<file path="config.mk">
export PLATFORM = sky130hd
export DESIGN_NAME = divider_control
export DESIGN_NICKNAME = d
export VERILOG_FILES = /design/src/rtl/divider_control.sv
export SDC_FILE = /design/constraint.sdc
export NUM_CORES = 1
export LEC_CHECK = 0
export ABC_CLOCK_PERIOD_IN_PS = 2100
export BUFFER_PORTS_ARGS = -buffer_cell sky130_fd_sc_hd__buf_2
export CAP_MARGIN = 20
export CORE_ASPECT_RATIO = 1.1
export CORE_MARGIN = 3
export CORE_UTILIZATION = 35
export DETAILED_ROUTE_END_ITERATION = 12
export GPL_TIMING_DRIVEN = 1
export MAX_ROUTING_LAYER = met4
export SYNTH_ARGS = -nofsm -noshare
export SYNTH_HDL_FRONTEND = slang
export SYNTH_SLANG_ARGS = --single-unit
export TNS_END_PERCENT = 20
</file>
<file path="constraint.sdc">
create_clock -name clk -period 2.1 [get_ports clk]
set_clock_uncertainty 0.2 [all_clocks]
set_input_delay 0.42 -clock clk [delete_from_list [all_inputs] [get_ports clk]]
set_output_delay 0.42 -clock clk [all_outputs]
set_load 0.03 [all_outputs]
</file>
<file path="src/rtl/divider_control.sv">
// Sequencer for the unsigned restoring shift-subtract divider: load, SHIFT0, WIDTH SUB/SHIFT pairs, FIX, DONE.
// Optional feature: define DIV_CTRL_ABORT_EN to let run=0 abort an operation between LOAD and FIX.
module divider_control #(
  parameter int unsigned WIDTH = 32
) (
  input  logic       clk,
  input  logic       rst,
  input  logic       run,
  output logic       rdy,
  output logic       SLL_ctrl,
  output logic       SRL_ctrl,
  output logic       w_ctrl_reg1,
  output logic       w_ctrl_reg2,
  output logic [5:0] funct
);

  localparam int unsigned CW = $clog2(WIDTH) + 1;
  localparam logic [5:0] FUNCT_NONE = 6'b000000;
  localparam logic [5:0] FUNCT_SUBU = 6'b100011;
  localparam logic [5:0] FUNCT_ADDU = 6'b100001;

  typedef enum logic [2:0] {
    IDLE, LOAD, SHIFT0, SUB, SHIFT, FIX, DONE
  } state_e;

  state_e          state_q, state_d;
  logic [CW-1:0]   cnt_q, cnt_d;
  logic            last_iter_c;
  logic            abort_c;

  logic            rdy_q, rdy_d;
  logic            sll_q, sll_d;
  logic            srl_q, srl_d;
  logic            w1_q, w1_d;
  logic            w2_q, w2_d;
  logic [5:0]      funct_q, funct_d;

  assign last_iter_c = (32'(cnt_q) + 32'd1) >= WIDTH;

`ifdef DIV_CTRL_ABORT_EN
  assign abort_c = !run && (state_q inside {LOAD, SHIFT0, SUB, SHIFT, FIX});
`else
  assign abort_c = 1'b0;
`endif

  // Next state and iteration counter
  always_comb begin
    state_d = state_q;
    cnt_d   = cnt_q;
    unique case (state_q)
      IDLE:   if (run) state_d = LOAD;
      LOAD: begin
        cnt_d   = '0;
        state_d = SHIFT0;
      end
      SHIFT0: state_d = SUB;
      SUB:    state_d = SHIFT;
      SHIFT: begin
        cnt_d   = cnt_q + CW'(1);
        state_d = last_iter_c ? FIX : SUB;
      end
      FIX:    state_d = DONE;
      DONE:   if (!run) state_d = IDLE;
      default: state_d = IDLE;
    endcase
    if (abort_c) state_d = IDLE;
  end

  // Moore output decode of the current state; registered below
  always_comb begin
    rdy_d   = 1'b0;
    sll_d   = 1'b0;
    srl_d   = 1'b0;
    w1_d    = 1'b0;
    w2_d    = 1'b0;
    funct_d = FUNCT_NONE;
    unique case (state_q)
      LOAD:   w1_d = 1'b1;
      SHIFT0: sll_d = 1'b1;
      SUB: begin
        funct_d = FUNCT_SUBU;
        w2_d    = 1'b1;
      end
      SHIFT: begin
        sll_d   = 1'b1;
        funct_d = FUNCT_ADDU;
      end
      FIX:    srl_d = 1'b1;
      DONE:   rdy_d = 1'b1;
      default: ;
    endcase
  end

  always_ff @(posedge clk or negedge rst) begin
    if (!rst) begin
      state_q <= IDLE;
      cnt_q   <= '0;
      rdy_q   <= 1'b0;
      sll_q   <= 1'b0;
      srl_q   <= 1'b0;
      w1_q    <= 1'b0;
      w2_q    <= 1'b0;
      funct_q <= FUNCT_NONE;
    end else begin
      state_q <= state_d;
      cnt_q   <= cnt_d;
      rdy_q   <= rdy_d;
      sll_q   <= sll_d;
      srl_q   <= srl_d;
      w1_q    <= w1_d;
      w2_q    <= w2_d;
      funct_q <= funct_d;
    end
  end

  assign rdy         = rdy_q;
  assign SLL_ctrl    = sll_q;
  assign SRL_ctrl    = srl_q;
  assign w_ctrl_reg1 = w1_q;
  assign w_ctrl_reg2 = w2_q;
  assign funct       = funct_q;

endmodule

</file>
==> impl_metrics.env <==
export IMPL_final_area_um2=873
export IMPL_syn_area_per_cell_um2=10.9
export IMPL_synthToLayoutAreaGrowth_pct=8.55
export IMPL_dr_total_vias=545
export IMPL_grt_first_pass_wirelength_um=2240
export IMPL_clockBufferDepth=2
export IMPL_die_w_um=51.7
export IMPL_hp_class="primary input to flop"
export IMPL_viasPerCell=4.91
export IMPL_p_total_uw=1190
export IMPL_multi_input_area_um2=343
export IMPL_synth_top_area_share_pct=49.8
export IMPL_dr_pass1_iters=2
export IMPL_clkLatencyLatePin_ps=290
export IMPL_drc=0
export IMPL_power_density_nw_per_um2=1360
export IMPL_final_cells=111
export IMPL_crit_type="flop to flop"
export IMPL_post_cts_resized=0
export IMPL_ys_ff_latch=16
export IMPL_yosys_warnings=0
export IMPL_rrSetupSlack_ps=460
export IMPL_cp_end_kind="flop"
export IMPL_ir_drop_v=0.000524
export IMPL_synthTopCellsByArea="dfrtp_1 50%, buf_4 5.6%, ha_1 3.1%"
export IMPL_grt_antenna_before_repair=0
export IMPL_nFillCells=209
export IMPL_period_share_pct=77.9
export IMPL_power_frac_comb_pct=41.1
export IMPL_synthArstFlopShare_pct=100
export IMPL_pwr_share_seq_pct=45.6
export IMPL_startpoint_type="flop"
export IMPL_grt_max_degree=17
export IMPL_core_area_um2=2080
export IMPL_io_pins=14
export IMPL_clockRootBuffer="clkbuf_4"
export IMPL_die_area_um2=2910
export IMPL_path_max_fanout=11
export IMPL_cts_made_buffers=3
export IMPL_required_ps=2080
export IMPL_synth_edf_count=0
export IMPL_p_int_uw=668
export IMPL_postSynthCellCount=74
export IMPL_ys_seq_area_share_pct=49.8
export IMPL_seq_area_um2=400
export IMPL_cts_sinks=16
export IMPL_totalWireLength_um=1280
export IMPL_hold_viol_final=0
export IMPL_placed_cells=107
export IMPL_routedWlPerCell_um=11.5
export IMPL_ys_top_cells_by_count="16 x dfrtp_1, 6 x buf_4, 5 x nand2_1"
export IMPL_cts_tree="done"
export IMPL_path_clk_slew_ps=90
export IMPL_ys_types=35
export IMPL_drtIter0Drc=5
export IMPL_finalCriticalPeriod_ps=1640
export IMPL_max_stage_delay_ps=510
export IMPL_start_util_pct=38.6
export IMPL_path_buf_inv=1
export IMPL_setup_tns_ps=0
export IMPL_placed_cell_area_um2=841
export IMPL_cp_arrival_ps=1620
export IMPL_pwr_share_clk_pct=13.3
export IMPL_cts_max_level=1
export IMPL_leakagePower_uw=0.000440
export IMPL_diodes=0
export IMPL_path_delay_family="simple AND/OR/NAND/NOR gates"
export IMPL_final_antenna_net_count=0
export IMPL_rsz0062_at_grt="false"
export IMPL_gp_congestion=0.708
export IMPL_synth_area_leader_cell="dfrtp_1"
export IMPL_setup_violations=0
export IMPL_num_rows=17
export IMPL_path_cells="or3b_4 > clkinv_4 > nor2_2 > a22o_1"
export IMPL_port_buffers=10
export IMPL_synthesis_area_um2=805
export IMPL_grt_pass1_vias=502
export IMPL_nets=90
export IMPL_critPathSlowestCell="dfrtp_1"
export IMPL_switching_share_pct=43.7
export IMPL_synth_main_ff_cell="dfrtp_1"
export IMPL_overflow=0
export IMPL_drv_slew=0
export IMPL_max_cap_viol_count=0
export IMPL_p_sw_uw=518
export IMPL_status="finished clean"
export IMPL_drive_gt1_share_pct=20.5
export IMPL_die_h_um=56.3
export IMPL_synthMostInstantiatedCell="dfrtp_1"
export IMPL_timing_fmax_ghz=0.611
export IMPL_gr_usage_all_layers_pct=10.9
export IMPL_hpwl_um=940
==> stage by stage <==
step / hold slack, ps / setup slack, ps / util [%]
global placement: 152 / 499 / 40.3
global route: 290 / 370 / 41.9
detailed placement: 149 / 475 / 40.3
finish: 290 / 464 / 41.9
floorplan: -75.6 / 619 / -
CTS: 284 / 464 / 41.9
==> cell usage in the layout, fill, tap and decap left out, types with 2 or more instances in the layout <==
cell type / instances
conb_1: 3
buf_2: 10
a31oi_1: 2
ha_1: 2
nor2_1: 3
and2_1: 2
a21oi_1: 3
mux2i_1: 2
o21ai_0: 3
xnor2_1: 2
nand3_1: 4
a22o_1: 2
nand2_1: 5
dfrtp_1: 16
clkbuf_4: 3
==> routing by layer <==
metal	vias to the layer above	GRT usage, %	part of all wire [%]
met2	11	14.9	43
met1	258	13.0	49
met5	-	-	0
li1	271	-	-
met3	5	3.98	4.1
met4	0	7.87	3.8
==> cells by family (layout without fill, tap and decap cells) <==
family                   after synthesis  count (layout)  synth area share (%)
AO/OA/AOI/OAI                         15              15                  12.3
other                                  1               3                 0.466
flip-flops                            16              16                  49.8
XOR/XNOR                               2               2                  2.18
multiplexers                           2               2                  2.49
AND/OR/NAND/NOR                       27              27                  21.2
buffers and inverters                  9              16                  8.55
adder cells (fa/ha/maj)                2               2                  3.11
==> registers in the layout (all words and copies together) (netlist names) <==
register	flops
funct	2
cnt_q	6
w_ctrl_reg1	1
state_q	3
rdy	1
SLL_ctrl	1
SRL_ctrl	1
w_ctrl_reg2	1
==> worst reg2reg max path, delay by kind of cell, from the launching register on <==
kind                   cells  cell delay [ps]
AND/OR/NAND/NOR            2              530
flip-flops                 1              510
buffers and inverters      1               60
AO/OA/AOI/OAI              1              230
==> timing repair <==
item	in CTS	in global routing
buffers inserted	0	0
endpoints found under the hold margin	16	0
hold buffers	1	0
==> area by class of cell <==
type	count	share of cell area (%)
inverter	2	1.43
clock buffer	3	2.58
tap	28	4.01
sequential	16	45.8
timing repair buffer	11	6.88
multi-input combinational	51	39.3
==> path summary, 6_finish.rpt <==
kind,from,endpoint,depth (start not counted)
hold reg to reg,cnt_q[5],cnt_q[5],1
hold / removal,run,state_q[0],3
setup / recovery,state_q[1],cnt_q[4],4
setup reg to reg,state_q[1],cnt_q[4],4
max in group asynchronous,rst,SRL_ctrl,2
min in group asynchronous,rst,cnt_q[2],2
==> power by group through the flow <==
| stage | clock, uW | combinational [uW] | sequential [uW] |
|---|---|---|---|
| after floorplan | 0 | 399 | 569 |
| after global placement | 0 | 490 | 541 |
| after detailed placement | 0 | 494 | 545 |
| after CTS | 166 | 495 | 539 |
| after global routing | 187 | 542 | 560 |
| final | 158 | 488 | 541 |
No activity file was read; power rests on OpenSTA's default activity.
